<file path="src/rtl/ahb_master_port.sv">
// Single-transfer AHB-Lite master port: takes one local command at a time, checks
// alignment, arbitrates for the bus, runs one NONSEQ transfer and returns a response.
module ahb_master_port (
    input  logic        HCLK,
    input  logic        HRESETn,
    input  logic        cmd_valid,
    output logic        cmd_ready,
    input  logic        cmd_write,
    input  logic [31:0] cmd_addr,
    input  logic [2:0]  cmd_size,
    input  logic [31:0] cmd_wdata,
    output logic        rsp_valid,
    output logic [31:0] rsp_rdata,
    output logic        rsp_error,
    output logic        bus_req,
    input  logic        bus_grant,
    output logic [31:0] HADDR,
    output logic [1:0]  HTRANS,
    output logic        HWRITE,
    output logic [2:0]  HSIZE,
    output logic [31:0] HWDATA,
    input  logic [31:0] HRDATA,
    input  logic        HREADY,
    input  logic        HRESP
);

    typedef enum logic [2:0] {
        S_IDLE, S_CHECK, S_REQ, S_ADDR, S_DATA, S_RESP
    } state_t;

    localparam logic [1:0] TRANS_IDLE   = 2'b00;
    localparam logic [1:0] TRANS_NONSEQ = 2'b10;

    state_t      state_q, state_d;
    logic        cmd_write_q, cmd_write_d;
    logic [31:0] cmd_addr_q, cmd_addr_d;
    logic [2:0]  cmd_size_q, cmd_size_d;
    logic [31:0] cmd_wdata_q, cmd_wdata_d;
    logic        err_q, err_d;
    logic        cmd_ready_q, cmd_ready_d;
    logic        rsp_valid_q, rsp_valid_d;
    logic [31:0] rsp_rdata_q, rsp_rdata_d;
    logic        rsp_error_q, rsp_error_d;
    logic        bus_req_q, bus_req_d;
    logic [31:0] haddr_q, haddr_d;
    logic [1:0]  htrans_q, htrans_d;
    logic        hwrite_q, hwrite_d;
    logic [2:0]  hsize_q, hsize_d;
    logic [31:0] hwdata_q, hwdata_d;
    logic        illegal;

    always_comb begin
        state_d     = state_q;
        cmd_write_d = cmd_write_q;
        cmd_addr_d  = cmd_addr_q;
        cmd_size_d  = cmd_size_q;
        cmd_wdata_d = cmd_wdata_q;
        err_d       = err_q;
        haddr_d     = haddr_q;
        hwrite_d    = hwrite_q;
        hsize_d     = hsize_q;
        hwdata_d    = hwdata_q;
        rsp_rdata_d = 32'h0;

        illegal = (cmd_size_q > 3'd2)
               || (cmd_size_q == 3'd1 && cmd_addr_q[0])
               || (cmd_size_q == 3'd2 && cmd_addr_q[1:0] != 2'b00);

        case (state_q)
            S_IDLE: begin
                if (cmd_valid) begin
                    cmd_write_d = cmd_write;
                    cmd_addr_d  = cmd_addr;
                    cmd_size_d  = cmd_size;
                    cmd_wdata_d = cmd_wdata;
                    state_d     = S_CHECK;
                end
            end
            S_CHECK: begin
                if (illegal) begin
                    err_d   = 1'b1;
                    state_d = S_RESP;
                end else begin
                    state_d = S_REQ;
                end
            end
            S_REQ: begin
                if (bus_grant && HREADY) begin
                    state_d = S_ADDR;
                end
            end
            S_ADDR: begin
                // Grant loss here is ignored: the address phase already started.
                if (HREADY) begin
                    state_d = S_DATA;
                end
            end
            S_DATA: begin
                if (HRESP) begin
                    err_d = 1'b1;
                end
                if (HREADY) begin
                    state_d = S_RESP;
                end
            end
            S_RESP: begin
                err_d   = 1'b0;
                state_d = S_IDLE;
            end
            default: state_d = S_IDLE;
        endcase

        // Outputs are registered, so they are derived from the next state.
        cmd_ready_d = (state_d == S_IDLE);
        bus_req_d   = (state_d == S_REQ) || (state_d == S_ADDR);
        htrans_d    = (state_d == S_ADDR) ? TRANS_NONSEQ : TRANS_IDLE;
        rsp_valid_d = (state_d == S_RESP);
        rsp_error_d = (state_d == S_RESP) && err_d;

        if (state_q == S_REQ && state_d == S_ADDR) begin
            haddr_d  = cmd_addr_q;
            hwrite_d = cmd_write_q;
            hsize_d  = cmd_size_q;
        end
        if (state_q == S_ADDR && state_d == S_DATA && cmd_write_q) begin
            hwdata_d = cmd_wdata_q;
        end
        if (state_q == S_DATA && state_d == S_RESP && !cmd_write_q && !err_d) begin
            rsp_rdata_d = HRDATA;
        end
    end

    always_ff @(posedge HCLK or negedge HRESETn) begin
        if (!HRESETn) begin
            state_q     <= S_IDLE;
            cmd_write_q <= 1'b0;
            cmd_addr_q  <= 32'h0;
            cmd_size_q  <= 3'd0;
            cmd_wdata_q <= 32'h0;
            err_q       <= 1'b0;
            cmd_ready_q <= 1'b1;
            rsp_valid_q <= 1'b0;
            rsp_rdata_q <= 32'h0;
            rsp_error_q <= 1'b0;
            bus_req_q   <= 1'b0;
            haddr_q     <= 32'h0;
            htrans_q    <= TRANS_IDLE;
            hwrite_q    <= 1'b0;
            hsize_q     <= 3'd0;
            hwdata_q    <= 32'h0;
        end else begin
            state_q     <= state_d;
            cmd_write_q <= cmd_write_d;
            cmd_addr_q  <= cmd_addr_d;
            cmd_size_q  <= cmd_size_d;
            cmd_wdata_q <= cmd_wdata_d;
            err_q       <= err_d;
            cmd_ready_q <= cmd_ready_d;
            rsp_valid_q <= rsp_valid_d;
            rsp_rdata_q <= rsp_rdata_d;
            rsp_error_q <= rsp_error_d;
            bus_req_q   <= bus_req_d;
            haddr_q     <= haddr_d;
            htrans_q    <= htrans_d;
            hwrite_q    <= hwrite_d;
            hsize_q     <= hsize_d;
            hwdata_q    <= hwdata_d;
        end
    end

    assign cmd_ready = cmd_ready_q;
    assign rsp_valid = rsp_valid_q;
    assign rsp_rdata = rsp_rdata_q;
    assign rsp_error = rsp_error_q;
    assign bus_req   = bus_req_q;
    assign HADDR     = haddr_q;
    assign HTRANS    = htrans_q;
    assign HWRITE    = hwrite_q;
    assign HSIZE     = hsize_q;
    assign HWDATA    = hwdata_q;

endmodule

</file>
<file path="config.mk">
export PLATFORM = sky130hd
export DESIGN_NAME = ahb_master_port
export DESIGN_NICKNAME = d
export VERILOG_FILES = /design/src/rtl/ahb_master_port.sv
export SDC_FILE = /design/constraint.sdc
export NUM_CORES = 1
export LEC_CHECK = 0
export CAP_MARGIN = 40
export CORE_ASPECT_RATIO = 0.9
export CORE_MARGIN = 8
export CORE_UTILIZATION = 51
export CTS_BUF_LIST = sky130_fd_sc_hd__clkbuf_4
export DETAILED_ROUTE_END_ITERATION = 10
export GPL_TIMING_DRIVEN = 0
export PLACE_DENSITY = 0.88
export SLEW_MARGIN = 15
export SYNTH_ARGS = -nofsm -noshare
export SYNTH_HDL_FRONTEND = slang
export SYNTH_SLANG_ARGS = --single-unit
export TNS_END_PERCENT = 20
</file>
<file path="constraint.sdc">
create_clock -name HCLK -period 2.7 [get_ports HCLK]
set_input_delay 0.54 -clock HCLK [delete_from_list [all_inputs] [get_ports HCLK]]
set_output_delay 0.54 -clock HCLK [all_outputs]
set_load 0.005 [all_outputs]
</file>
==> run summary, run 1 <==
Walking the worst path, the cells encountered are clkdlybuf4s50_1. Leaving out filler cells and counting taps, the final layout contains 817. The post-cts repair resize count came out at 0. The fraction of the cycle the final worst path needs came out at 79.4%. The per-cell routed wire length is 18.9 µm.

The number of clock sinks seen by CTS came out at 177. The cell with the biggest individual delay on the critical path is sky130_fd_sc_hd__dfstp_2. After legalization and detailed placement, the total HPWL measured 11,700 µm. After layout, the minimum clock period comes to 2140 ps. The switching fraction of total power is 28.9%. The floorplan row count is 39.

Global routing used 18.8% of the available tracks across all layers. The count of H-tree levels built during CTS came out at 4. The clock tree root driver cell is sky130_fd_sc_hd__clkbuf_4. Counting cells, the worst reg-to-reg path comes to 5. The clock latency reported for the late side of the worst-skew pair is 560 ps. The number of maximum-capacitance violations is 0. The post-detailed-route DRC marker count is 0.

The remaining max-slew budget at the tightest pin is 53.1%. The leakage power summed over all cells is 4.04 nW. Leaving out fill and tap cells, the most frequent cells in the layout are sky130_fd_sc_hd__clkdlybuf4s50_1, sky130_fd_sc_hd__dfrtp_1, sky130_fd_sc_hd__mux2_2, sky130_fd_sc_hd__nor3b_1, sky130_fd_sc_hd__mux2_1. The signed area change from the synthesized netlist to the final layout is 39.5%. The startpoint type of the worst setup path is a register. The kind of critical path is reg -> out.

The combinational cell fraction of total power is 34.5%. The final antenna diode count is 0. The worst ir drop on vdd came out at 0.765 mV. The number of antenna violations at the first check in global routing came out at 0. The power after layout is 8.61 mW.

The final wirelength is 15,500 µm. The number of vias per cell after detailed routing is 5.15. The congestion estimate from routability-driven global placement came to 0.831. The number of cells produced by synthesis is 409. The number of global-route vias before repair is 4,572. The origin of the worst min-delay path is cmd_addr_q[5]$_DFFE_PN0P_.

The clock network power share came out at 16.8%. The setup slack after layout came out at 555 ps. Setup slack on the worst reg-to-reg path comes out at 680 ps. The floorplan step defined a die boundary enclosing 17,000 µm².

The aggregate global routing overflow came out at 0. The fraction of layout instances using a drive strength above 1 is 25.7%. The first-pass iteration count of the detailed router is 4. The count of unique library cells instantiated by Yosys came out at 33.

The data arrival time of the worst path is 1600 ps. The initial DRC count is 248. The total instance count after detailed placement came out at 784.

The via total after detailed routing came out at 4,209. The hold violation total from the final report is 0. The family with the most delay on the worst path is flip-flops.

The power per unit of standard cell area came out at 928 nW/µm². The clock-pin slew on the worst setup and hold paths is 140 ps. The effective utilization at floorplan came out at 52.3%. At the worst endpoint, the required time is 2160 ps.

TritonCTS built the clock tree. The count of buffers added on input and output ports is 210. The hold-fix buffer count after cts is 1.

On the worst path, the slowest cell contributes a delay of 540 ps. The pre-CTS setup slack came out at 89.3 ps. The switching power total came out at 2.49 mW. The sequential fraction of design power is 48.7%. The slew at the pin closest to its max-slew limit came out at 703 ps. The number of nets in the finished design is 746. The yosys synthesis warning count came out at 0. The number of stages on the worst hold path came out at 1.

The share of the core filled with cells is 72.9%. Setup violations remaining at the end of the flow were counted as 0. The number of pins exceeding their max-slew limit in the final report is 0.

Synthesis inferred 177 register bits. The area of the core is 12,700 µm². The endpoint of the most critical register-to-register path is cmd_size_q[1]$_DFFE_PN0P_. A synthesized cell averages 16.3 µm². Together, buffers and inverters on the worst path number 1. Synthesis produced a netlist with a net count of 515. The final setup skew is 18.0 ps. The maximum buffer depth of the clock tree came out at 2.

Counting the buffers created by CTS gives 17. Entering global routing, the biggest net connects 97 pins. In this run the worst path has a maximum fanout of 1.

Setup repair after global routing left no endpoint under its margin. The type of destination of the critical path is an output pin. The worst hold endpoint is cmd_addr_q[5]$_DFFE_PN0P_. The number of primary I/O pins came out at 212. The synthesized area is 6660 µm².

The width of the die came out at 136 µm. Leaving out fill and tap cells, the most frequent cell in the layout is sky130_fd_sc_hd__clkdlybuf4s50_1. The run finished with clean final reports. The first global-routing pass estimated 24,800 µm of wire. The remaining antenna violation count after routing is 0. The number of buffers inserted to repair setup after CTS is 0. The sequential-to-total area share from yosys stat came out at 66.5%. The startpoint of the worst register-to-register path is state_q[0]$_DFF_PN0_. The cell internal power dissipation came out at 6.12 mW. The final total negative setup slack came out at 0 ps. Timing would allow up to 466 MHz. The tightest min-delay check is of the reg -> reg type.

In this run the vertical extent of the chip is 124 µm.
-- power groups by stage --
stage | Clock [mW] | Sequential [mW] | Combinational, mW
5_1_grt | 1.60 | 4.33 | 3.22
6_report | 1.45 | 4.19 | 2.97
3_3_place_gp | 0 | 4.17 | 2.91
4_1_cts | 1.49 | 4.20 | 3.04
3_5_place_dp | 0 | 4.26 | 3.02
2_1_floorplan | 0 | 4.15 | 1.46
-- synthesized netlist by cell type --
| cell type | n | area, µm² |
|---|---|---|
| sky130_fd_sc_hd__o21ai_0 | 3 | 15.0 |
| sky130_fd_sc_hd__nand2b_1 | 2 | 12.5 |
| sky130_fd_sc_hd__buf_2 | 10 | 50.1 |
| sky130_fd_sc_hd__a211oi_1 | 1 | 7.51 |
| sky130_fd_sc_hd__and2b_1 | 2 | 15.0 |
| sky130_fd_sc_hd__and3b_1 | 1 | 8.76 |
| sky130_fd_sc_hd__buf_6 | 8 | 90.1 |
| sky130_fd_sc_hd__a2bb2oi_1 | 1 | 8.76 |
| sky130_fd_sc_hd__mux2_1 | 23 | 259 |
| sky130_fd_sc_hd__nand3b_1 | 1 | 7.51 |
| sky130_fd_sc_hd__o2111ai_1 | 1 | 8.76 |
| sky130_fd_sc_hd__o2bb2ai_1 | 1 | 8.76 |
| sky130_fd_sc_hd__clkbuf_1 | 3 | 11.3 |
| sky130_fd_sc_hd__nor2_1 | 1 | 3.75 |
| sky130_fd_sc_hd__dfrtp_1 | 176 | 4400 |
| sky130_fd_sc_hd__nor3b_1 | 32 | 240 |
| sky130_fd_sc_hd__a211o_1 | 2 | 17.5 |
| sky130_fd_sc_hd__nor4b_4 | 1 | 23.8 |
| sky130_fd_sc_hd__mux2_2 | 113 | 1270 |
| sky130_fd_sc_hd__nor2b_1 | 1 | 6.26 |
| sky130_fd_sc_hd__buf_4 | 2 | 15.0 |
| sky130_fd_sc_hd__and3_1 | 1 | 6.26 |
| sky130_fd_sc_hd__nand4_1 | 1 | 6.26 |
| sky130_fd_sc_hd__inv_1 | 3 | 11.3 |
| sky130_fd_sc_hd__or4_1 | 2 | 15.0 |
| sky130_fd_sc_hd__a32oi_1 | 1 | 8.76 |
| sky130_fd_sc_hd__dfstp_2 | 1 | 26.3 |
| sky130_fd_sc_hd__o311ai_0 | 1 | 8.76 |
| sky130_fd_sc_hd__a21oi_1 | 5 | 25.0 |
| sky130_fd_sc_hd__nand4_4 | 1 | 21.3 |
| sky130_fd_sc_hd__nand2_1 | 6 | 22.5 |
| sky130_fd_sc_hd__conb_1 | 1 | 3.75 |
| sky130_fd_sc_hd__nor3_4 | 1 | 16.3 |
-- registers in the layout (all words and copies together), names as in the netlist, 3 cells and up --
name         flops
HADDR           32
HWDATA          32
cmd_addr_q      32
cmd_wdata_q     32
rsp_rdata       32
HSIZE            3
cmd_size_q       3
state_q          3
-- worst max path at each step --
stage                     depth (start not counted)  slack [ps]                         to                 start
after floorplan                                   5        1060  cmd_addr_q[0]$_DFFE_PN0P_  state_q[0]$_DFF_PN0_
after global placement                            1       -5590     rsp_rdata[8]$_DFF_PN0_               HRESETn
after detailed placement                          5          90      HADDR[28]$_DFFE_PN0P_                HREADY
after CTS                                         1         500                  cmd_ready   cmd_ready$_DFF_PN1_
after global routing                              1         470                  cmd_ready   cmd_ready$_DFF_PN1_
final                                             1         560                  cmd_ready   cmd_ready$_DFF_PN1_
-- worst register-to-register path, cell delays in order (launching register included) --
cell                      delay (ps)
sky130_fd_sc_hd__dfrtp_1         390
sky130_fd_sc_hd__buf_2           190
sky130_fd_sc_hd__nor4b_4         510
sky130_fd_sc_hd__buf_4           290
sky130_fd_sc_hd__buf_6           190
sky130_fd_sc_hd__mux2_1          330
-- area by class of cell --
| type | instances | area [µm²] |
|---|---|---|
| buffer | 23 | 166 |
| clock buffer | 19 | 143 |
| clock inverter | 13 | 135 |
| fill | 812 | 3450 |
| inverter | 3 | 11.3 |
| multi-input combinational | 206 | 2050 |
| sequential | 177 | 4430 |
| tap | 164 | 205 |
| timing repair buffer | 212 | 2140 |
-- through the flow --
step                      hold slack [ps]  instance area, µm²
after floorplan                       244                6660
after global placement                461                8960
after detailed placement              471                9000
after CTS                             474                9290
after global routing                  463                9290
final                                 500                9290
-- layer usage --
layer	wire (µm)	vias to the layer above	track usage [%]
li1	-	1910	-
met2	7650	148	30.3
met1	6000	2121	21.7
met5	0	-	0
met3	1440	30	7.90
met4	367	0	7.36
-- cell families after synthesis --
| group | synth area share [%] |
|---|---|
| DFF | 66.5 |
| muxes | 23.0 |
| and+or+nand+nor | 6.09 |
| buffers and inverters | 2.67 |
| AOI/OAI and AO/OA | 1.64 |
| other | 0.0563 |
No activity file was read; power rests on OpenSTA's default activity.
==> run 2, diff against run 1 <==
--- a/config.mk
+++ b/config.mk
@@ -8,11 +8,11 @@
 export CAP_MARGIN = 40
 export CORE_ASPECT_RATIO = 0.9
 export CORE_MARGIN = 8
-export CORE_UTILIZATION = 51
+export CORE_UTILIZATION = 43
 export CTS_BUF_LIST = sky130_fd_sc_hd__clkbuf_4
 export DETAILED_ROUTE_END_ITERATION = 10
 export GPL_TIMING_DRIVEN = 0
-export PLACE_DENSITY = 0.88
+export PLACE_DENSITY = 0.79
 export SLEW_MARGIN = 15
 export SYNTH_ARGS = -nofsm -noshare
 export SYNTH_HDL_FRONTEND = slang
==> constraint.sdc (replaced) <==
create_clock -name HCLK -period 1.74 [get_ports HCLK]
set_input_delay 0.348 -clock HCLK [delete_from_list [all_inputs] [get_ports HCLK]]
set_output_delay 0.348 -clock HCLK [all_outputs]
set_load 0.005 [all_outputs]
==> run summary, run 2 (synthesis results as in run 1) <==
In this run the static leakage power is 4.52 nW. The final setup skew came out at 8.14 ps. The floorplan row count came out at 43. The fraction of the cycle the final worst path needs came out at 97.7%.

The number of vias per cell after detailed routing came out at 4.88. Summing all flip-flop and latch instances after layout gives 4430 µm². The area of the core came out at 15,300 µm². The final total negative setup slack came out at 0 ps.

The first-pass iteration count of the detailed router came out at 4. The number of global-route vias before repair came out at 4,709. Across the run, the number of max-cap violations was 0. After layout, the minimum clock period comes to 1700 ps.

The width of the die is 147 µm. The per-cell routed wire length is 18.3 µm. The clock latency reported for the late side of the worst-skew pair came out at 540 ps. For this design the top-level I/O count stands at 212. The signed area change from the synthesized netlist to the final layout came out at 40.4%. The count of H-tree levels built during CTS is 4.

The post-detailed-route DRC marker count came out at 0. The power per unit of standard cell area came out at 1400 nW/µm². The worst setup path is launched from a register. The largest net degree at the start of global routing came out at 104.

The number of nets in the finished design is 752. Setup repair after global routing could not meet its margin everywhere. The detailed placer's ending HPWL is 11,700 µm.

The global-route wire length before repair came out at 25,200 µm. The aggregate global routing overflow came out at 0. The number of buffers inserted during clock tree synthesis is 17. The initial DRC count came out at 83.

In this run the clock root is driven by a sky130_fd_sc_hd__clkbuf_4. The number of clock sinks seen by CTS is 177. The post-route netlist has 27.8% of its cells at a drive strength greater than 1. The longest clock path from root to sink contains 2 buffers.

The worst pin sits at a relative slew slack of 49.4%. The effective utilization at floorplan is 43.6%. The setup path with the least slack is of type reg -> reg.

The setup slack after layout came out at 39.6 ps. The via total after detailed routing came out at 4,199. In the layout the commonest cells are sky130_fd_sc_hd__dfrtp_1, sky130_fd_sc_hd__mux2_2, sky130_fd_sc_hd__dlygate4sd2_1, sky130_fd_sc_hd__clkdlybuf4s50_1, sky130_fd_sc_hd__nor3b_1. STA classifies the critical path endpoint as a register.

The total track usage came out at 16.2%. The multi-input combinational cells in the finished layout cover a total of 2080 µm². Total power for the finished layout comes to 13.1 mW. The clock-pin slew on the worst setup and hold paths is 140 ps.

The remaining antenna violation count after routing is 0. The layout has 1,221 filler cells. The number of pins exceeding their max-slew limit in the final report came out at 0.

STA puts the critical path data arrival time at 2130 ps. At the worst endpoint, the required time is 2170 ps. The die boundary height came out at 134 µm.

The tightest min-delay check is of the in -> reg type. The slew at the pin closest to its max-slew limit came out at 760 ps. Leaving out fill and tap cells, the most frequent cell in the layout is sky130_fd_sc_hd__dfrtp_1.

The floorplan step defined a die boundary enclosing 19,700 µm². The run finished with clean final reports. The total instance count after detailed placement came out at 822. The number of port buffers came out at 210.

At the end of routability-driven placement, the weighted congestion stood at 0.836. The total placed instance area is 9040 µm². The fmax came out at 588 MHz. The number of antenna violations at the first check in global routing came out at 1. At the placement stage, the worst setup path has a slack of -691 ps. The total non-filler cell area in the finished layout came out at 9350 µm². The hold violation total from the final report came out at 0.

The count of final setup violators came out at 0. The worst ir drop on vdd is 0.801 mV. TritonCTS built the clock tree. Along the worst path, the maximum fanout reaches 10. Excluding fillers, the count of instances in the completed layout stands at 861.

The final wirelength came out at 15,700 µm.
==> run 2: where the power goes <==
group | switching (mW) | total (mW) | internal [mW]
clock network | 1.36 | 2.35 | 0.988
registers | 0.778 | 6.46 | 5.68
logic | 1.71 | 4.31 | 2.60
==> run 2: critical path, cell delays in order (launching register included) <==
cell	delay [ps]
sky130_fd_sc_hd__dfrtp_1	420
sky130_fd_sc_hd__buf_6	150
sky130_fd_sc_hd__nor4b_4	280
sky130_fd_sc_hd__buf_6	160
sky130_fd_sc_hd__buf_8	130
sky130_fd_sc_hd__buf_12	140
sky130_fd_sc_hd__mux2_1	320
==> run 2: what timing repair did <==
item | in CTS | in global routing
buffers inserted | 3 | 3
endpoints found under the setup margin | 203 | 129
hold buffers | 1 | 0
gates resized for setup | 116 | 16
pin swaps | 2 | 1
endpoints found under the hold margin | 102 | 0
==> run 2: final timing paths <==
path / slack (ps) / startpoint / end / depth (start not counted)
max: 40 / state_q[2]$_DFF_PN0_ / cmd_wdata_q[27]$_DFFE_PN0P_ / 6
min: 350 / HRDATA[30] / rsp_rdata[30]$_DFF_PN0_ / 2
max reg2reg: 40 / state_q[2]$_DFF_PN0_ / cmd_wdata_q[27]$_DFFE_PN0P_ / 6
min reg2reg: 500 / cmd_addr_q[6]$_DFFE_PN0P_ / cmd_addr_q[6]$_DFFE_PN0P_ / 1
max in group asynchronous: 460 / HRESETn / cmd_ready$_DFF_PN1_ / 3
min in group asynchronous: 430 / HRESETn / HWDATA[14]$_DFFE_PN0P_ / 2
==> run 2: final cells by class <==
| type | count | area share, % |
|---|---|---|
| Tap cell | 202 | 2.70 |
| Timing Repair Buffer | 218 | 22.1 |
| Clock buffer | 17 | 1.37 |
| Antenna cell | 1 | 0.0268 |
| Multi-Input combinational cell | 206 | 22.2 |
| Sequential cell | 177 | 47.4 |
| Inverter | 3 | 0.120 |
| Buffer | 23 | 2.26 |
| Clock inverter | 14 | 1.74 |
==> run 2: routing by layer <==
metal / wire length (µm) / GRT usage [%] / share of wire, %
met1: 6270 / 18.0 / 40
met2: 7760 / 26.9 / 49
met3: 1400 / 7.61 / 8.9
met4: 307 / 5.89 / 2.0
met5: 0 / 0 / 0
==> run 2: stage by stage <==
stage / hold WS [ps] / util (%)
after floorplan: 52.4 / -
after global placement: 462 / 59.0
after detailed placement: 444 / 59.2
after CTS: 290 / 60.6
after global routing: 272 / 61.2
final: 348 / 61.2
